`src/rtl/alu_mc_pkg.sv`:
```
// -----------------------------------------------------------------------------
// rv32i_alu_pkg
// Shared definitions for the multicycle execute-stage ALU (alu_mc) and its
// upstream controller (ctrl_unit): ALU operation codes, branch condition codes,
// FSM state encoding and a small op-classification helper.
// No ports (package).
// -----------------------------------------------------------------------------
package rv32i_alu_pkg;

  // ALU operation codes carried on alu_op
  localparam logic [4:0] ALU_ADD  = 5'b00001;
  localparam logic [4:0] ALU_SUB  = 5'b00011;
  localparam logic [4:0] ALU_AND  = 5'b01010;
  localparam logic [4:0] ALU_OR   = 5'b01100;
  localparam logic [4:0] ALU_XOR  = 5'b01101;
  localparam logic [4:0] ALU_SLL  = 5'b01110;
  localparam logic [4:0] ALU_SRL  = 5'b01111;
  localparam logic [4:0] ALU_SRA  = 5'b10000;
  localparam logic [4:0] ALU_ADDR = 5'b11000;

  // Branch condition codes reported on branch_op (BR_NONE = not taken)
  localparam logic [2:0] BR_NONE = 3'b000;
  localparam logic [2:0] BR_EQ   = 3'b001;
  localparam logic [2:0] BR_NE   = 3'b010;
  localparam logic [2:0] BR_LT   = 3'b011;
  localparam logic [2:0] BR_GE   = 3'b100;
  localparam logic [2:0] BR_LTU  = 3'b101;
  localparam logic [2:0] BR_GEU  = 3'b110;

  // ALU sequencing states
  typedef enum logic [2:0] {
    S_IDLE  = 3'd0,
    S_EXEC  = 3'd1,
    S_SHIFT = 3'd2,
    S_DONE  = 3'd3,
    S_HOLD  = 3'd4
  } alu_state_e;

  // Shifts are the only ops that take the serial path
  function automatic logic is_shift_op(input logic [4:0] op);
    return (op == ALU_SLL) || (op == ALU_SRL) || (op == ALU_SRA);
  endfunction

endpackage

```
`src/rtl/alu_mc_if.sv`:
```
// -----------------------------------------------------------------------------
// alu_mc_if
// Request/response bundle between ctrl_unit (master) and alu_mc (slave).
//   alu_en, alu_op, func3, branch_en, operand_a, operand_b : master -> slave
//   result, alu_valid, branch_op, busy                      : slave -> master
// -----------------------------------------------------------------------------
interface alu_mc_if #(
  parameter int WIDTH = 32
);
  logic             alu_en;
  logic [4:0]       alu_op;
  logic [2:0]       func3;
  logic             branch_en;
  logic [WIDTH-1:0] operand_a;
  logic [WIDTH-1:0] operand_b;
  logic [WIDTH-1:0] result;
  logic             alu_valid;
  logic [2:0]       branch_op;
  logic             busy;

  modport master (
    output alu_en, alu_op, func3, branch_en, operand_a, operand_b,
    input  result, alu_valid, branch_op, busy
  );

  modport slave (
    input  alu_en, alu_op, func3, branch_en, operand_a, operand_b,
    output result, alu_valid, branch_op, busy
  );
endinterface

```
`src/rtl/alu_mc_shifter.sv`:
```
// -----------------------------------------------------------------------------
// alu_serial_shifter
// One-bit-per-cycle shifter. Owns the shift register and remaining-step counter.
//   clk, rst      : clock, asynchronous active-low reset
//   load_i        : load load_data_i / load_cnt_i
//   step_i        : advance one bit and decrement the counter
//   dir_left_i    : 1 = shift left, 0 = shift right
//   arith_i       : right shifts replicate the MSB instead of filling 0
//   load_data_i   : value to shift
//   load_cnt_i    : number of steps (must be >= 1 when loaded)
//   data_o        : register contents after one more step (combinational),
//                   so the caller can capture the final value on the last step
//   done_o        : the step being taken now is the last one
// -----------------------------------------------------------------------------
module alu_serial_shifter #(
  parameter int WIDTH   = 32,
  parameter int SHAMT_W = 5
) (
  input  logic               clk,
  input  logic               rst,
  input  logic               load_i,
  input  logic               step_i,
  input  logic               dir_left_i,
  input  logic               arith_i,
  input  logic [WIDTH-1:0]   load_data_i,
  input  logic [SHAMT_W-1:0] load_cnt_i,
  output logic [WIDTH-1:0]   data_o,
  output logic               done_o
);

  logic [WIDTH-1:0]   shift_q;
  logic [SHAMT_W-1:0] cnt_q;

  always_comb begin
    if (dir_left_i) data_o = {shift_q[WIDTH-2:0], 1'b0};
    else            data_o = {arith_i & shift_q[WIDTH-1], shift_q[WIDTH-1:1]};
  end

  assign done_o = (cnt_q == SHAMT_W'(1));

  always_ff @(posedge clk or negedge rst) begin
    if (!rst) begin
      shift_q <= '0;
      cnt_q   <= '0;
    end else if (load_i) begin
      shift_q <= load_data_i;
      cnt_q   <= load_cnt_i;
    end else if (step_i) begin
      shift_q <= data_o;
      cnt_q   <= cnt_q - SHAMT_W'(1);
    end
  end

endmodule

```
`src/rtl/alu_mc.sv`:
```
// -----------------------------------------------------------------------------
// alu_mc
// Multicycle RV32I execute-stage ALU. Accepts a request from ctrl_unit, latches
// op/operands, computes add/sub/logic in one cycle and shifts serially (one bit
// per cycle), then presents a registered result with a one-cycle alu_valid
// pulse. Also resolves branch compares into a registered branch_op code.
//   clk   : system clock
//   rst   : asynchronous active-low reset
//   alu   : alu_mc_if slave port (request in, result/valid/branch_op/busy out)
// -----------------------------------------------------------------------------
module alu_mc
  import rv32i_alu_pkg::*;
#(
  parameter int WIDTH   = 32,
  parameter int SHAMT_W = 5
) (
  input  logic     clk,
  input  logic     rst,
  alu_mc_if.slave  alu
);

  alu_state_e       state_q, state_d;
  logic [4:0]       op_q;
  logic [2:0]       func3_q;
  logic             br_en_q;
  logic [WIDTH-1:0] a_q, b_q;
  logic [WIDTH-1:0] result_q, result_d;
  logic             valid_q, valid_d;
  logic [2:0]       branch_op_q, branch_op_d;

  logic             accept;
  logic             sh_load, sh_step, sh_done;
  logic [WIDTH-1:0] sh_data;
  logic [WIDTH-1:0] alu_out;
  logic [2:0]       br_code;
  logic [SHAMT_W-1:0] shamt;

  assign shamt = b_q[SHAMT_W-1:0];

  alu_serial_shifter #(
    .WIDTH   (WIDTH),
    .SHAMT_W (SHAMT_W)
  ) u_shifter (
    .clk         (clk),
    .rst         (rst),
    .load_i      (sh_load),
    .step_i      (sh_step),
    .dir_left_i  (op_q == ALU_SLL),
    .arith_i     (op_q == ALU_SRA),
    .load_data_i (a_q),
    .load_cnt_i  (shamt),
    .data_o      (sh_data),
    .done_o      (sh_done)
  );

  // Single-cycle datapath; unknown codes (and shifts, handled elsewhere) give 0
  always_comb begin
    case (op_q)
      ALU_ADD, ALU_ADDR: alu_out = a_q + b_q;
      ALU_SUB:           alu_out = a_q - b_q;
      ALU_AND:           alu_out = a_q & b_q;
      ALU_OR:            alu_out = a_q | b_q;
      ALU_XOR:           alu_out = a_q ^ b_q;
      default:           alu_out = '0;
    endcase
  end

  // Branch comparator: taken code or BR_NONE (also for illegal func3 010/011)
  always_comb begin
    case (func3_q)
      3'b000:  br_code = (a_q == b_q)                   ? BR_EQ  : BR_NONE;
      3'b001:  br_code = (a_q != b_q)                   ? BR_NE  : BR_NONE;
      3'b100:  br_code = ($signed(a_q) <  $signed(b_q)) ? BR_LT  : BR_NONE;
      3'b101:  br_code = ($signed(a_q) >= $signed(b_q)) ? BR_GE  : BR_NONE;
      3'b110:  br_code = (a_q <  b_q)                   ? BR_LTU : BR_NONE;
      3'b111:  br_code = (a_q >= b_q)                   ? BR_GEU : BR_NONE;
      default: br_code = BR_NONE;
    endcase
  end

  // Next-state and output logic
  always_comb begin
    // NOTE: every signal gets a default first, so no path through the case
    // leaves one unassigned and no latch is inferred.
    state_d     = state_q;
    result_d    = result_q;
    valid_d     = 1'b0;
    branch_op_d = branch_op_q;
    accept      = 1'b0;
    sh_load     = 1'b0;
    sh_step     = 1'b0;

    case (state_q)
      S_IDLE: begin
        if (alu.alu_en) begin
          accept      = 1'b1;
          branch_op_d = BR_NONE;
          state_d     = S_EXEC;
        end
      end
      S_EXEC: begin
        if (br_en_q) branch_op_d = br_code;
        if (is_shift_op(op_q)) begin
          if (shamt == '0) begin
            result_d = a_q;
            valid_d  = 1'b1;
            state_d  = S_DONE;
          end else begin
            sh_load = 1'b1;
            state_d = S_SHIFT;
          end
        end else begin
          result_d = alu_out;
          valid_d  = 1'b1;
          state_d  = S_DONE;
        end
      end
      S_SHIFT: begin
        sh_step = 1'b1;
        // Capture the post-step value on the final step
        if (sh_done) begin
          result_d = sh_data;
          valid_d  = 1'b1;
          state_d  = S_DONE;
        end
      end
      S_DONE: begin
        // A still-held alu_en belongs to the request just completed
        state_d = alu.alu_en ? S_HOLD : S_IDLE;
      end
      S_HOLD: begin
        if (!alu.alu_en) state_d = S_IDLE;
      end
      default: state_d = S_IDLE;
    endcase
  end

  // NOTE: sequential state uses non-blocking assignments so every register
  // samples pre-edge values regardless of statement order.
  always_ff @(posedge clk or negedge rst) begin
    if (!rst) begin
      state_q     <= S_IDLE;
      op_q        <= '0;
      func3_q     <= '0;
      br_en_q     <= 1'b0;
      a_q         <= '0;
      b_q         <= '0;
      result_q    <= '0;
      valid_q     <= 1'b0;
      branch_op_q <= BR_NONE;
    end else begin
      state_q     <= state_d;
      result_q    <= result_d;
      valid_q     <= valid_d;
      branch_op_q <= branch_op_d;
      if (accept) begin
        op_q    <= alu.alu_op;
        func3_q <= alu.func3;
        br_en_q <= alu.branch_en;
        a_q     <= alu.operand_a;
        b_q     <= alu.operand_b;
      end
    end
  end

  assign alu.result    = result_q;
  assign alu.alu_valid = valid_q;
  assign alu.branch_op = branch_op_q;
  assign alu.busy      = (state_q != S_IDLE);

endmodule

```
`src/flat_wrapper.sv`:
```
// flat-port wrapper written by rule: the top's interface ports become plain ports
module alu_mc_flat import rv32i_alu_pkg::*;
#(
  parameter int WIDTH   = 32,
  parameter int SHAMT_W = 5
)
  (clk, rst, alu_alu_en, alu_alu_op, alu_func3, alu_branch_en, alu_operand_a, alu_operand_b, alu_result, alu_alu_valid, alu_branch_op, alu_busy);
  alu_mc_if #(.WIDTH(WIDTH)) alu_i ();
  input  logic clk;
  input  logic rst;
  input wire logic [$bits(alu_i.alu_en)-1:0] alu_alu_en;
  input wire logic [$bits(alu_i.alu_op)-1:0] alu_alu_op;
  input wire logic [$bits(alu_i.func3)-1:0] alu_func3;
  input wire logic [$bits(alu_i.branch_en)-1:0] alu_branch_en;
  input wire logic [$bits(alu_i.operand_a)-1:0] alu_operand_a;
  input wire logic [$bits(alu_i.operand_b)-1:0] alu_operand_b;
  output wire logic [$bits(alu_i.result)-1:0] alu_result;
  output wire logic [$bits(alu_i.alu_valid)-1:0] alu_alu_valid;
  output wire logic [$bits(alu_i.branch_op)-1:0] alu_branch_op;
  output wire logic [$bits(alu_i.busy)-1:0] alu_busy;
  assign alu_i.alu_en = alu_alu_en;
  assign alu_i.alu_op = alu_alu_op;
  assign alu_i.func3 = alu_func3;
  assign alu_i.branch_en = alu_branch_en;
  assign alu_i.operand_a = alu_operand_a;
  assign alu_i.operand_b = alu_operand_b;
  assign alu_result = alu_i.result;
  assign alu_alu_valid = alu_i.alu_valid;
  assign alu_branch_op = alu_i.branch_op;
  assign alu_busy = alu_i.busy;
  alu_mc #(.WIDTH(WIDTH), .SHAMT_W(SHAMT_W)) u_core (.clk(clk), .rst(rst), .alu(alu_i));
endmodule
```
`config.mk`:
```
export PLATFORM = sky130hd
export DESIGN_NAME = alu_mc_flat
export DESIGN_NICKNAME = d
export VERILOG_FILES = /design/src/rtl/alu_mc_pkg.sv /design/src/rtl/alu_mc_if.sv /design/src/rtl/alu_mc_shifter.sv /design/src/rtl/alu_mc.sv /design/src/flat_wrapper.sv
export SDC_FILE = /design/constraint.sdc
export NUM_CORES = 1
export LEC_CHECK = 0
export CAP_MARGIN = 15
export CORE_MARGIN = 10
export CORE_UTILIZATION = 60
export CTS_CLUSTER_DIAMETER = 150
export DETAILED_ROUTE_END_ITERATION = 12
export PLACE_DENSITY = 0.83
export SETUP_SLACK_MARGIN = 0.02
export SYNTH_ARGS = -nofsm -noshare
export SYNTH_HDL_FRONTEND = slang
export SYNTH_SLANG_ARGS = --single-unit
```
`constraint.sdc`:
```
create_clock -name clk -period 6.5 [get_ports clk]
set_input_delay 1.625 -clock clk [delete_from_list [all_inputs] [get_ports clk]]
set_output_delay 1.625 -clock clk [all_outputs]
set_load 0.005 [all_outputs]
```
==> Word-level counts from Yosys, hierarchy flattened <==
Index checks and enable logic that the tools add are counted.
{ "op_classes": {"muxes": 37, "magnitude_cmp": 4, "eq_ne": 26, "add_sub_neg": 3, "n_reduce_logical": 13, "bitwise_logic": 4} }
{ "op_table": {"columns": ["op", "n"], "rows": [
  ["32-bit 2-to-1 mux", 6],
  ["32-bit one-hot mux with 5 select lines", 1],
  ["32-bit greater-or-equal comparator", 2],
  ["32-bit < comparator", 2],
  ["32-bit one-hot mux with 2 select lines", 1],
  ["32-bit adder", 1],
  ["32-bit AND", 1],
  ["32-bit == test", 1],
  ["32-bit != test", 1],
  ["32-bit bitwise OR", 1],
  ["32-bit subtractor", 1],
  ["32-bit XOR", 1],
  ["3-bit 2-to-1 mux", 9],
  ["5-bit by 4-bit == test with 1-bit output, second input constant", 5],
  ["3-bit one-hot mux with 6 select lines", 1],
  ["3-bit == test, second input constant", 5],
  ["3-bit one-hot mux with 5 select lines", 1],
  ["1-bit 2-to-1 mux", 12],
  ["5-bit by 1-bit == test with 1-bit output, second input constant", 2],
  ["5-bit == test, second input constant", 2],
  ["5-bit 2-to-1 mux", 2],
  ["3-bit AND reduction", 3],
  ["3-bit by 1-bit == test with 1-bit output, second input constant", 2],
  ["3-bit by 2-bit == test with 1-bit output, second input constant", 2],
  ["15 further kinds", 22]
]} }
{ "totals": {"output_inout_bits": 37, "wordCells": 98, "ff_bits": 149, "inputBits": 76} }

==> Depth between registers and ports, before layout <==
Gate-level depths: netlist (run 1).
{ "depth": {"word_depth": 6, "depth_mapped": 12, "ltp_nobuf": 12} }

==> Cells and area by module <==
From an unflattened synthesis (run 1), not the netlist that was laid out.
{ "unflattened": {"hier_cells": 1440, "hier_area_um2": 12022.8} }
{ "modules_own_cells": {"columns": ["module", "cells_per_inst", "instances", "area_each_um2", "seq_area_each_um2"], "rows": [
  ["alu_mc", 1233, 1, 9756.9, 2802.7],
  ["alu_serial_shifter", 207, 1, 2265.9, 925.9]
]} }

==> Worst setup path before layout (run 1) <==
Ideal clock, no wire load.
{ "synth_path": {"path_type": "input-to-reg", "start": "input port alu_alu_en", "end": "register u_core.a_q[0]", "setup_ns": 0.083, "slack_ns": 3.823, "path_stages": 6, "path_buffers": 2, "t_required_ns": 6.417, "t_arrival_ns": 2.595, "path_cell_list": "inv_1 nor2_1 clkbuf_1 clkbuf_1 nand2_1 o21ai_0"} }
{ "synth_between": {"elab_chain_len": 2} }
{ "synth_rtl": {"columns": ["item", "line_no", "source"], "rows": [
  ["from (decl)", "flat_wrapper.sv:11", "input wire logic [$bits(alu_i.alu_en)-1:0] alu_alu_en;"],
  ["1-bit 2-to-1 mux", "alu_mc.sv:95", "if (alu.alu_en) begin"],
  ["1-bit 2-to-1 mux", "alu_mc.sv:93", "case (state_q)"],
  ["to (signal assigned)", "alu_mc.sv:160", "a_q <= alu.operand_a;"],
  ["to (decl)", "alu_mc.sv:26", "logic [WIDTH-1:0] a_q, b_q;"]
]} }
No other way between the ends.
A chain may end at the register's enable or synchronous reset.

==> Worst setup path in the final report (run 1) <==
{ "layout_path": {"start": "register u_core.op_q[1]", "end": "register u_core.result_q[27], in the netlist u_core.alu.result[27]"} }
{ "layout_between": {"elab_chain_len": 5, "elab_cells_between_ends": 19, "cone_classes": "eq/ne: 10; mux: 5; reduce/logical: 4"} }
{ "layout_rtl": {"columns": ["item", "line_no", "source"], "rows": [
  ["from (decl)", "alu_mc.sv:23", "logic [4:0] op_q;"],
  ["from (signal assigned)", "alu_mc.sv:157", "op_q <= alu.alu_op;"],
  ["5-bit by 1-bit == test with 1-bit output, or another cell as far along", "alu_mc.sv:58", "case (op_q)"],
  ["2-bit OR reduction / 1-bit logical OR (equally long branches)", "alu_mc.sv:58, alu_mc_pkg.sv:41", null],
  ["32-bit one-hot mux with 5 select lines / 1-bit logical OR (equally long branches)", "alu_mc.sv:58, alu_mc_pkg.sv:41", null],
  ["32-bit 2-to-1 mux / 3-bit != test (equally long branches)", null, null],
  ["32-bit one-hot mux with 2 select lines / 3-bit AND reduction (equally long branches)", null, null],
  ["to (signal assigned)", "alu_mc.sv:153", "result_q <= result_d;"],
  ["to (decl)", "alu_mc.sv:27", "logic [WIDTH-1:0] result_q, result_d;"]
]} }
Parallel ways exist; a longest one is shown, timed or not. The select of a mux whose other input is x is not followed.

==> results of run 1 <==
[how the worst max path moves through the flow]
stage / cells after the start / startpoint / slack, ns / endpoint
floorplan: 6 / alu_alu_en / 3.82 / u_core.a_q[0]
detailed placement: 6 / alu_alu_en / 2.55 / u_core.func3_q[2]
finish: 12 / u_core.op_q[1] / 2.77 / u_core.alu.result[27]
global placement: 6 / alu_alu_en / 2.59 / u_core.op_q[2]
global route: 12 / u_core.op_q[1] / 2.52 / u_core.alu.result[27]
CTS: 12 / u_core.op_q[1] / 2.84 / u_core.alu.result[27]
[stage by stage]
| step | instances | total power [W] | hold WS [ns] | setup WS (ns) | util |
|---|---|---|---|---|---|
| after detailed placement | 1812 | 0.00701 | 0.455 | 2.55 | 0.669 |
| after CTS | 1844 | 0.00809 | 0.469 | 2.84 | 0.701 |
| after global placement | 1812 | 0.00689 | 0.448 | 2.59 | 0.669 |
| after floorplan | 1523 | 0.00549 | 0.463 | 3.82 | - |
| final | 1844 | 0.00822 | 0.465 | 2.77 | 0.701 |
| after global routing | 1844 | 0.00886 | 0.499 | 2.52 | 0.701 |
[worst reg2reg max path: cells and delay by family (launching register included)]
family,cells,cell delay [ns]
mux,1,0.31
simple gates,3,0.81
buf+inv,3,1.23
flops,1,0.50
compound gates,5,0.76
[final cells by class]
cell class | count | area [µm²] | share of cell area
clock inverters | 15 | 191 | 0.0141
flip-flops and latches | 149 | 3730 | 0.274
repair buffers | 127 | 1230 | 0.0908
well taps | 265 | 332 | 0.0244
multi-input cells | 1170 | 7310 | 0.537
inverters | 101 | 379 | 0.0279
clock buffers | 17 | 425 | 0.0313
[per-layer routing]
layer | part of all wire | track usage | vias to the layer above
met5 | 0 | 0 | -
met4 | 0.025 | 0.0922 | 0
met3 | 0.092 | 0.0627 | 67
met2 | 0.45 | 0.458 | 583
met1 | 0.43 | 0.388 | 5699
li1 | - | - | 5525
[cells in the mapped netlist, types with 10 or more instances]
library cell,count,area (µm²)
sky130_fd_sc_hd__nor3_1,28,140
sky130_fd_sc_hd__a31oi_1,16,100
sky130_fd_sc_hd__o221ai_1,11,96.3
sky130_fd_sc_hd__mux2i_1,11,110
sky130_fd_sc_hd__nand2_1,257,965
sky130_fd_sc_hd__o21bai_1,17,128
sky130_fd_sc_hd__o211ai_1,16,120
sky130_fd_sc_hd__nand4_1,12,75.1
sky130_fd_sc_hd__o21ai_0,199,996
sky130_fd_sc_hd__a221o_1,14,140
sky130_fd_sc_hd__a211oi_1,13,97.6
sky130_fd_sc_hd__nor4_1,13,81.3
sky130_fd_sc_hd__a21o_1,18,135
sky130_fd_sc_hd__and3_1,10,62.6
sky130_fd_sc_hd__clkbuf_1,72,270
sky130_fd_sc_hd__inv_1,99,372
sky130_fd_sc_hd__nand3_1,49,245
sky130_fd_sc_hd__ha_1,106,1330
sky130_fd_sc_hd__buf_2,18,90.1
sky130_fd_sc_hd__a21oi_1,101,505
sky130_fd_sc_hd__a221oi_1,25,219
sky130_fd_sc_hd__dfrtp_1,149,3730
sky130_fd_sc_hd__nor2_1,94,353
sky130_fd_sc_hd__nor2b_1,12,75.1
[cells by family (layout without fill, tap and decap cells)]
logic type	after synthesis	in the layout	share of synthesized area
AND/OR/NAND/NOR	511	511	0.192
adder cells (fa/ha/maj)	108	108	0.116
flip-flops	149	149	0.316
XOR/XNOR	6	6	0.00445
AO/OA/AOI/OAI	526	526	0.287
buffers and inverters	204	260	0.0683
multiplexers	19	19	0.0170
[registers in the layout (all words and copies together), names as in the netlist]
signal,cells
u_core.b_q,32
u_core.alu.result,32
u_core.alu.branch_op,3
u_core.u_shifter.cnt_q,5
u_core.a_q,32
u_core.state_q,3
u_core.func3_q,3
u_core.u_shifter.shift_q,32
u_core.op_q,5
u_core.alu.alu_valid,1
u_core.br_en_q,1
[cell usage in the layout, fill, tap and decap left out, types with 13 or more instances in the layout]
cell type / netlist / final
sky130_fd_sc_hd__clkbuf_16: 0 / 17
sky130_fd_sc_hd__a31oi_1: 16 / 16
sky130_fd_sc_hd__nor3_1: 28 / 27
sky130_fd_sc_hd__a21oi_1: 101 / 101
sky130_fd_sc_hd__o21bai_1: 17 / 17
sky130_fd_sc_hd__ha_1: 106 / 106
sky130_fd_sc_hd__a211oi_1: 13 / 13
sky130_fd_sc_hd__o21ai_0: 199 / 199
sky130_fd_sc_hd__a221oi_1: 25 / 25
sky130_fd_sc_hd__a221o_1: 14 / 14
sky130_fd_sc_hd__buf_4: 3 / 15
sky130_fd_sc_hd__o211ai_1: 16 / 16
sky130_fd_sc_hd__dfrtp_1: 149 / 149
sky130_fd_sc_hd__clkdlybuf4s50_1: 0 / 111
sky130_fd_sc_hd__inv_1: 99 / 99
sky130_fd_sc_hd__nand3_1: 49 / 49
sky130_fd_sc_hd__nand2_1: 257 / 257
sky130_fd_sc_hd__nor2_1: 94 / 92
sky130_fd_sc_hd__a21o_1: 18 / 18
[power by group]
group          leakage (nW)  switching, W  internal [W]
Sequential             1.81      0.000468       0.00138
Clock                 0.294      0.000466      0.000585
Combinational          3.71       0.00340       0.00192
Total                  5.81       0.00434       0.00388
==> results list, run 1 <==
- The die is approximately 160 µm wide.
- Timing would allow up to around 270 MHz.
- Via count of the first global-routing pass: 11400
- Starting Density: 0.609
* Sum of overflow across all layers after global routing: 0
- Total buffers and inverters traversed by the critical path: 3
* Max-capacitance violation count: 0
* Hold Startpoint: u_core.alu.result[5]
- Clock period minus worst slack: 3.73 ns
* Least-Margin Pin Slew: a little over 1 ns
- Instance area at placement: approximately 13000 µm²
* Fin Clk Skew: 0.0115 ns
- Library cell appearing most often on the critical path: sky130_fd_sc_hd__buf_4
- Ratio of total power to cell area: just over 600 nW/µm²
- The run finished with clean final reports.
- For this design the top-level I/O count stands at around 110.
- Along the worst hold path, the cell count comes to 2.
- At the worst endpoint, the arrival time is about 4.0 ns.
- For this design the static power due to leakage is roughly 5.8 nW.
- Across every metal layer, demand over resource in global routing totals 0.290.
- Max stage delay on crit path: 0.50 ns
- Of the available clock period, the critical path in the final layout requires 0.574.
- Longest Clk Path Bufs: 2
* Count of flip-flops with a built-in enable after synthesis: 0
* CP max stage cell: sky130_fd_sc_hd__dfrtp_1
* Share of synthesized registers carrying an async set or reset: 1.00
* Post-synthesis net count: approximately 1700
- Number of clock sinks: 149
* Avg WL per Cell: 20.7 µm
- Pin count of the biggest net entering global routing: 107
* Critical path class: flip-flop to flip-flop
* Router iterations before antenna repair: 5
- STA puts the critical path data required time at 6.81 ns.
* Clock network latency to the later pin of the worst-skew pair: 0.43 ns
- Core box area: 19400 µm²
- In this run the tool buffered the top-level ports with 112 buffer cells.
- Final sum of negative setup slack: 0 ns
- Post-DR vias/cell: 6.44
* Number of different library cells in the post-synthesis netlist: 79
- Once detail routing completed, the nets flagged for antenna violations numbered 0.
- Fin area: 13600 µm²
* Antenna violations before repair: 0
- FP Rows: between 50 and 60
- Weighted congestion reported at the end of routability-driven placement: 0.993
- Maximum vdd ir drop: around 280 µV
* Number of gates resized after CTS: 0
* Critical register-to-register path startpoint: u_core.op_q[1]
* First-pass GRT wire length: 61.2 mm
- STA classifies the critical path endpoint as a flip-flop.
- The most used flip-flop cell after synthesis is sky130_fd_sc_hd__dfrtp_1.
* Mapped cell area: roughly 12000 µm²
- The signal on the critical path passes through nor4_2 -> o2bb2ai_2 -> buf_4 -> o21ai_1 -> nand2_1 -> and2_1 -> buf_4 -> inv_2 -> mux2i_1 -> o2111ai_1 -> a21oi_1 -> a22oi_1.
* Final wirelength: about 38 mm
- In this run the number of H-tree levels came out at 4.
- The number of clock buffers added by TritonCTS is 17.
* Total setup buffers inserted after CTS: 0
* Post-synthesis average cell area: slightly below 8 µm²
- The die covers around 26000 µm².
* Area growth from synthesis to layout: 15.2%
- Mapped Cells: 1523
- After clock tree synthesis, the clock-pin slew on the worst setup and hold paths is 0.07 ns.
- Setup violations remaining at the end of the flow were counted as 0.
- Ratio of cells with drive above 1 in the final layout: 0.0564
- The path class of the tightest hold or removal check is flip-flop to flip-flop.
- Measured in cells, the most critical reg-to-reg path has a length of 12.
* Initial DRC Count: about 1300
- Layout fillers: 1658
- CTS tree: yes
- Buffers inserted to repair hold after CTS numbered 0.
- In this run the critical register-to-register path is captured at u_core.alu.result[27].
* Share of synthesized area occupied by flip-flops and latches: 0.316
- Warnings, synthesis: 0
* Diodes inserted: 0
- Via count of the routed design: approximately 12000
* Number of design rule violations left after detail routing: 0
- Setup repair after global routing left no endpoint under its margin.
- Number of failing hold endpoints at the final stage: 0
* Register-to-register setup slack: 2.77 ns
* Number of synthesized register bits: 149
- Hold-critical path endpoint: u_core.alu.result[5]
* Startpoint Class: flip-flop
* Die Y: about 160 µm
- Headroom to the max-slew limit came out at 0.323.
- Estimated wirelength of the detail-placed design: 26.9 mm
* Max-slew violations: 0
* Total number of nets in the final design: approximately 1800
* Cell family contributing the most delay on the critical path: buffers and inverters
- Crit Path Max Fanout: 33
* Clock root buffer: sky130_fd_sc_hd__clkbuf_16
Note: power is estimated with default switching activity, not from simulation.
==> inputs of run 2 (changes only) <==
- CORE_UTILIZATION: 60 -> 53
- PLACE_DENSITY: 0.83 -> 0.78
- clock period: 6.5 -> 3.2 ns (I/O delays scaled with it)
==> run 2 against run 1 <==
Effect of this change:
- power rose by 120%
- register-to-register slack got worse by 2.6 ns
- first-iteration DRC count rose by 11%
- critical path depth fell by 1
- largest cell class unchanged
- largest power group unchanged
==> results list, run 2 (synthesized netlist as in run 1, its figures left out) <==
- Outcome: finished, final reports clean (unchanged)
- Highest achievable clock rate: 327 MHz (was 268 MHz)
- The total clock sinks came to 149 (unchanged).
- The leakage power of the design is 6.04 nW (was 5.81 nW).
* Clock slew at reported path FFs: 0.07 ns (about the same)
- Avg WL per Cell: 21.0 µm (was 20.7 µm)
- The worst reg2reg path startpoint is u_core.a_q[26] (was u_core.op_q[1]).
- Longest Clk Path Bufs: 2 (unchanged)
- The layout-stage area growth over the synthesis result is 19.7% (was 15.2%).
- Least-Margin Pin Slew: 0.818 ns (was 1.02 ns)
- The critical setup path kind is flip-flop to flip-flop (unchanged).
- Clock period minus worst slack: 3.06 ns (was 3.73 ns)
- The largest net degree at the start of global routing came to 150 (was 107).
- GRT Overall Usage: 0.270 (was 0.290)
- Max-slew violations: 0 (unchanged)
- Startpoint Class: flip-flop (unchanged)
- Layout fillers: 1939 (was 1658)
- Highest signal layer in the routed design: met4 (unchanged)
- The number of antenna violations at the first check in global routing was 0 (unchanged).
- Via count of the first global-routing pass: 11500 (was 11400)
* Number of failing hold endpoints at the final stage: 0 (unchanged)
* Starting Density: 0.539 (was 0.609)
* Met3 routed wirelength: 3.87 mm (was 3.54 mm)
* Boundary pin count: 113 (unchanged)
* Hold WS: 0.467 ns (was 0.465 ns)
- The cell area power density came to 1260 nW/µm² (was 605 nW/µm²).
* Count of buffers inserted at the top-level ports: 112 (unchanged)
* FP Rows: 54 (was 51)
- Met1 layer wirelength in the final routing: 17.5 mm (was 16.4 mm)
* Overall power: 0.0178 W (was 0.00822 W)
- Final wirelength: 40.1 mm (was 38.3 mm)
- Clock network latency to the later pin of the worst-skew pair: 0.44 ns (was 0.43 ns)
* Instance area at placement: 13400 µm² (was 13000 µm²)
- The category of the worst setup path capture point is a flip-flop (unchanged).
- The number of nets in the layout was 1796 (was 1750).
- The per-cell via count in the routed design was 6.37 (was 6.44).
- The wire length of the first global-routing pass was 63.2 mm (was 61.2 mm).
- The highest fanout seen on the critical path came to 9 (was 33).
- Initial DRC Count: 1430 (was 1283)
- The die span in y was 169 µm (was 160 µm).
- The maximum ir drop on the vdd rail is 550 µV (was 282 µV).
- Post-placement worst setup slack: 0.0198 ns (was 2.55 ns)
- The finished layout cell area is 14100 µm² (was 13600 µm²).
- The launching element of the worst setup path is u_core.a_q[26] (was u_core.op_q[1]).
- Fin Clk Skew: 0.00905 ns (was 0.0115 ns)
- Sum of overflow across all layers after global routing: 0 (unchanged)
- Commonest cells after routing, fill and taps aside: 257 x sky130_fd_sc_hd__nand2_1, 199 x sky130_fd_sc_hd__o21ai_0, 147 x sky130_fd_sc_hd__dfrtp_1, 111 x sky130_fd_sc_hd__clkdlybuf4s50_1 (was 257 x sky130_fd_sc_hd__nand2_1, 199 x sky130_fd_sc_hd__o21ai_0, 149 x sky130_fd_sc_hd__dfrtp_1, 111 x sky130_fd_sc_hd__clkdlybuf4s50_1, 106 x sky130_fd_sc_hd__ha_1)
- The endpoint required time on the critical path came to 3.52 ns (was 6.81 ns).
* Slack of the critical path: 0.145 ns (was 2.77 ns)
- The number of endpoints failing setup at the final stage is 0 (unchanged).
- Ratio of cells with drive above 1 in the final layout: 0.0960 (was 0.0564)
* Estimated wirelength of the detail-placed design: 29.0 mm (was 26.9 mm)
- The die extent in x came to 169 µm (was 160 µm).
* Via count of the routed design: 12100 (was 11900)
- Clock root buffer: sky130_fd_sc_hd__clkbuf_16 (unchanged)
- Final standard cell utilization of the core: 0.646 (was 0.701)
- Number of design rule violations left after detail routing: 0 (unchanged)
* Antenna violation net count after detailed routing: 0 (unchanged)
* Total clock buffers created by CTS: 17 (unchanged)
- The CTS H-tree depth was 4 (unchanged).
* Most common cell after layout, fill and taps aside: sky130_fd_sc_hd__nand2_1 (unchanged)
* Final period util: 0.955 (was 0.574)
- Hold/Removal Path Class: input port to asynchronous set/reset pin (was flip-flop to flip-flop)
- Core box area: 21900 µm² (was 19400 µm²)
- The routability congestion estimate is 0.987 (was 0.993).
* Max-capacitance violation count: 0 (unchanged)
- Worst slew margin relative to its limit: 0.454 (was 0.323)
- Router iterations before antenna repair: 6 (was 5)
* Routed length on met2: 17.8 mm (was 17.3 mm)
- The count of inserted antenna diode cells is 0 (unchanged).
* Full die area: 28600 µm² (was 25700 µm²)
- Endpoint arrival time on the critical path: 3.38 ns (was 4.04 ns)
- RSZ-0062 raised after global routing: yes (was no)
- Cts hold-fix bufs: 0 (unchanged)
- The clock tree from TritonCTS was yes (unchanged).
[run 2: cell types whose count changed in the layout (fill, tap and decap cells not counted), moves of 3 or more]
cell and change:
sky130_fd_sc_hd__clkbuf_8 +3, sky130_fd_sc_hd__ha_1 -9, sky130_fd_sc_hd__buf_4 +41, sky130_fd_sc_hd__inv_8 -4, sky130_fd_sc_hd__buf_12 +5, sky130_fd_sc_hd__ha_2 +9
[run 2: what timing repair did]
action                     in CTS  in global routing
setup endpoints to repair       1                 17
resized for setup               1                 31
buffers inserted                0                  3
pin swaps                       0                  6
[run 2: per-layer routing]
layer	GRT usage	vias to the layer above
met4	0.0777	0
li1	-	5628
met1	0.378	5772
met3	0.0542	78
met2	0.415	666
met5	0	-
[run 2: final cells by class]
cell class / count / area (µm²) / area share
sequential: 149 / 3730 / 0.264
tap: 280 / 350 / 0.0248
clock inverter: 11 / 113 / 0.00797
multi-input combinational: 1170 / 7450 / 0.527
clock buffer: 21 / 470 / 0.0333
timing repair buffer: 173 / 1640 / 0.116
inverter: 101 / 379 / 0.0268
[run 2: final timing paths]
kind / to / slack, ns / cells after the start
worst max-delay path: u_core.alu.branch_op[2] / 0.14 / 11
worst min-delay path: u_core.alu.result[10] / 0.47 / 2
worst max register to register: u_core.alu.branch_op[2] / 0.14 / 11
worst min register to register: u_core.alu.result[2] / 0.47 / 2
max in group asynchronous: u_core.a_q[1] / 2.08 / 2
min in group clk: u_core.alu.result[2] / 0.47 / 2
[run 2: worst max-delay path: stages (launching register included)]
cell	delay [ns]
sky130_fd_sc_hd__dfrtp_1	0.47
sky130_fd_sc_hd__inv_1	0.10
sky130_fd_sc_hd__ha_1	0.41
sky130_fd_sc_hd__inv_1	0.20
sky130_fd_sc_hd__o21ai_0	0.12
sky130_fd_sc_hd__a21oi_1	0.17
sky130_fd_sc_hd__nor2_1	0.07
sky130_fd_sc_hd__o31ai_1	0.52
sky130_fd_sc_hd__a21oi_1	0.16
sky130_fd_sc_hd__o211ai_1	0.33
sky130_fd_sc_hd__nor3_1	0.08
sky130_fd_sc_hd__a221o_1	0.31
[run 2: per-stage QoR]
step                      cells  setup TNS [ns]
after global placement     1870               0
final                      1905               0
after global routing       1905         -0.0513
after CTS                  1902               0
after floorplan            1523               0
after detailed placement   1870               0
[run 2: power breakdown]
| group | total (W) | switching, W | internal, W |
|---|---|---|---|
| Sequential | 0.00373 | 0.000935 | 0.00280 |
| Combinational | 0.0120 | 0.00747 | 0.00456 |
| Clock | 0.00204 | 0.000893 | 0.00115 |
| Total | 0.0178 | 0.00930 | 0.00850 |
==> inputs of run 3 (changes only) <==
- CORE_UTILIZATION: 53 -> 59
- PLACE_DENSITY: 0.78 -> 0.82
- clock period: 3.2 -> 3.5 ns (I/O delays scaled with it)
==> run 3 against run 2 <==
Effect of this change:
- register-to-register slack better by 0.11 ns
- first-iteration DRC count up 0.21%
- die area down 9.0%
- utilization up 5.7 points
- critical endpoint is now u_core.alu.result[18]
==> results list, run 3 (synthesized netlist as in run 1, its figures left out) <==
- The total clock sinks was 149 (unchanged).
- The cell area power density is 1140 nW/µm² (was 1260 nW/µm²).
* CTS tree: yes (unchanged)
* Die Y: 161 µm (was 169 µm)
- The worst hold path class is flip-flop to flip-flop (was input port to asynchronous set/reset pin).
- The hold buffer count at cts came to 0 (unchanged).
- Ratio of cells with drive above 1 in the final layout: 0.0652 (was 0.0960)
- The final cell utilization of the core is 0.703 (was 0.646).
- The number of endpoints failing setup at the final stage is 0 (unchanged).
- The worst setup path endpoint was u_core.alu.result[18] (was u_core.alu.branch_op[2]).
- Sum of overflow across all layers after global routing: 0 (unchanged)
- RSZ-0062 raised after global routing: no (was yes).
* Leakage power figure: 5.91 nW (was 6.04 nW)
* Total clock buffers created by CTS: 17 (unchanged)
- The critical setup path kind is flip-flop to flip-flop (unchanged).
- The number of global-route vias before repair was 11700 (was 11500).
* Final period util: 0.927 (was 0.955)
- The number of antenna violations at the first check in global routing came to 0 (unchanged).
- The worst relative slew slack came to 0.167 (was 0.454).
* Diodes inserted: 0 (unchanged)
* Least-Margin Pin Slew: 1.25 ns (was 0.818 ns)
- Router iterations before antenna repair: 6 (unchanged)
- Critical Path Start: u_core.a_q[0] (was u_core.a_q[26])
- H-Tree Depth: 4 (unchanged)
- The critical path arrival came to 3.57 ns (was 3.38 ns).
* Initial DRC Count: 1433 (was 1430)
- The hold violation count in the final report came to 0 (unchanged).
- Clock slew at reported path FFs: 0.07 ns (about the same)
* Most common cell after layout, fill and taps aside: sky130_fd_sc_hd__nand2_1 (unchanged)
- Commonest cells after routing, fill and taps aside: 257 x sky130_fd_sc_hd__nand2_1, 199 x sky130_fd_sc_hd__o21ai_0, 149 x sky130_fd_sc_hd__dfrtp_1, 111 x sky130_fd_sc_hd__clkdlybuf4s50_1, 106 x sky130_fd_sc_hd__ha_1 (was 257 x sky130_fd_sc_hd__nand2_1, 199 x sky130_fd_sc_hd__o21ai_0, 147 x sky130_fd_sc_hd__dfrtp_1, 111 x sky130_fd_sc_hd__clkdlybuf4s50_1)
- Highest achievable clock rate: 308 MHz (was 327 MHz)
- Register-to-register setup slack: 0.26 ns (was 0.14 ns)
* Total number of nets in the final design: 1768 (was 1796)
- Outcome: finished, final reports clean (unchanged)
- The maximum ir drop on the vdd rail was 571 µV (was 550 µV).
- Overall power: 0.0156 W (was 0.0178 W)
- Number of gates resized after CTS: 0 (was 1)
* Die extent in x: 161 µm (was 169 µm)
- The number of antenna-violating nets in the routed design came to 0 (unchanged).
- Fin Clk Skew: 0.0161 ns (was 0.00905 ns)
- The number of buffers inserted by post-CTS setup repair is 0 (unchanged).
- Data required time of the critical path: 3.83 ns (was 3.52 ns)
- The post-place instance area was 13200 µm² (was 13400 µm²).
- R2R cell count: 13 (was 11)
* Boundary pin count: 113 (unchanged)
* Via count of the routed design: 12200 (was 12100)
- The global-route usage over all layers came to 0.299 (was 0.270).
- The final critical-path required period came to 3.24 ns (was 3.06 ns).
- Core box area: 19600 µm² (was 21900 µm²)
- The worst-skew pair later-pin latency came to 0.44 ns (about the same).
- The largest net degree at the start of global routing came to 77 (was 150).
* Critical register-to-register path startpoint: u_core.a_q[0] (was u_core.a_q[26])
- The max-slew violation total from the final report is 0 (unchanged).
* Clock root buffer: sky130_fd_sc_hd__clkbuf_16 (unchanged)
- The max-capacitance violation count was 0 (unchanged).
- The total die area is 26100 µm² (was 28600 µm²).
* Crit Path Max Fanout: 6 (was 9)
* Count of buffers inserted at the top-level ports: 112 (unchanged)
* Crit path capture type: flip-flop (unchanged)
- Fin area: 13800 µm² (was 14100 µm²)
- The per-cell via count in the routed design is 6.56 (was 6.37).
- The routed wire length per instance was 21.4 µm (was 21.0 µm).
- The sum of net half-perimeters after detailed placement came to 28.8 mm (was 29.0 mm).
- The wire length of the first global-routing pass came to 63.6 mm (was 63.2 mm).
- Number of design rule violations left after detail routing: 0 (unchanged)
* Area growth from synthesis to layout: 16.6% (was 19.7%)
- The number of buffers between clock root and the deepest sink was 2 (unchanged).
* Starting Density: 0.603 (was 0.539)
- The setup TNS is 0 ns (unchanged).
- Startpoint Class: flip-flop (unchanged)
- The destination of the worst register-to-register timing path is u_core.alu.result[18] (was u_core.alu.branch_op[2]).
* Final wirelength: 39.9 mm (was 40.1 mm)
* Weighted congestion reported at the end of routability-driven placement: 1.01 (was 0.987)
- The final-layout worst hold slack was 0.465 ns (was 0.467 ns).
- The number of cell rows was 51 (was 54).
-- run 3: changes by cell type in the layout (fill, tap and decap cells not counted), sizes merged --
cell and delta:
clkbuf -2, bufinv +3, clkinvlp -1, inv -2, buf -28
-- run 3: routing by layer --
| metal | part of all wire | vias to the layer above | GRT usage |
|---|---|---|---|
| met3 | 0.097 | 113 | 0.0633 |
| met4 | 0.028 | 0 | 0.108 |
| met1 | 0.42 | 5797 | 0.397 |
| met2 | 0.46 | 741 | 0.469 |
| met5 | 0 | - | 0 |
| li1 | - | 5557 | - |
-- run 3: how the worst min path moves through the flow --
stage	endpoint	cells after the start	slack [ns]	startpoint
2_1_floorplan	u_core.alu.result[1]	2	0.46	u_core.alu.result[1]
3_3_place_gp	u_core.alu.result[2]	2	0.45	u_core.alu.result[2]
3_5_place_dp	u_core.alu.result[2]	2	0.46	u_core.alu.result[2]
4_1_cts	u_core.alu.result[2]	2	0.47	u_core.alu.result[2]
5_1_grt	u_core.alu.result[5]	2	0.50	u_core.alu.result[5]
6_report	u_core.alu.result[2]	2	0.47	u_core.alu.result[2]
-- run 3: critical path, cell delays in order, from the launching register on --
cell and delay [ns]:
sky130_fd_sc_hd__dfrtp_1 0.38, sky130_fd_sc_hd__inv_1 0.13, sky130_fd_sc_hd__ha_1 0.22, sky130_fd_sc_hd__fa_1 0.41, sky130_fd_sc_hd__o21bai_1 0.26, sky130_fd_sc_hd__a221oi_2 0.11, sky130_fd_sc_hd__o21ai_2 0.30, sky130_fd_sc_hd__a211oi_2 0.17
sky130_fd_sc_hd__buf_4 0.17, sky130_fd_sc_hd__nor4_1 0.26, sky130_fd_sc_hd__nor3_1 0.12, sky130_fd_sc_hd__a221o_1 0.37, sky130_fd_sc_hd__a21oi_1 0.16, sky130_fd_sc_hd__nor3_1 0.06
-- run 3: report_power, final --
part	total [W]	internal, W	switching, W
Clock	0.00199	0.00121	0.000782
Sequential	0.00341	0.00256	0.000854
Combinational	0.0102	0.00371	0.00653
-- run 3: area by class of cell --
class	instances	area, µm²
Multi-Input combinational cell	1170	7310
Inverter	101	379
Clock buffer	19	443
Tap cell	265	332
Timing Repair Buffer	145	1410
Fill cell	1640	5820
Clock inverter	11	174
Sequential cell	149	3730
-- run 3: per-stage QoR --
stage | std cells | setup slack (ns)
2_1_floorplan | 1523 | 0.868
4_1_cts | 1860 | 0.270
3_3_place_gp | 1830 | 0.375
5_1_grt | 1860 | 0.0564
3_5_place_dp | 1830 | 0.271
6_report | 1860 | 0.257
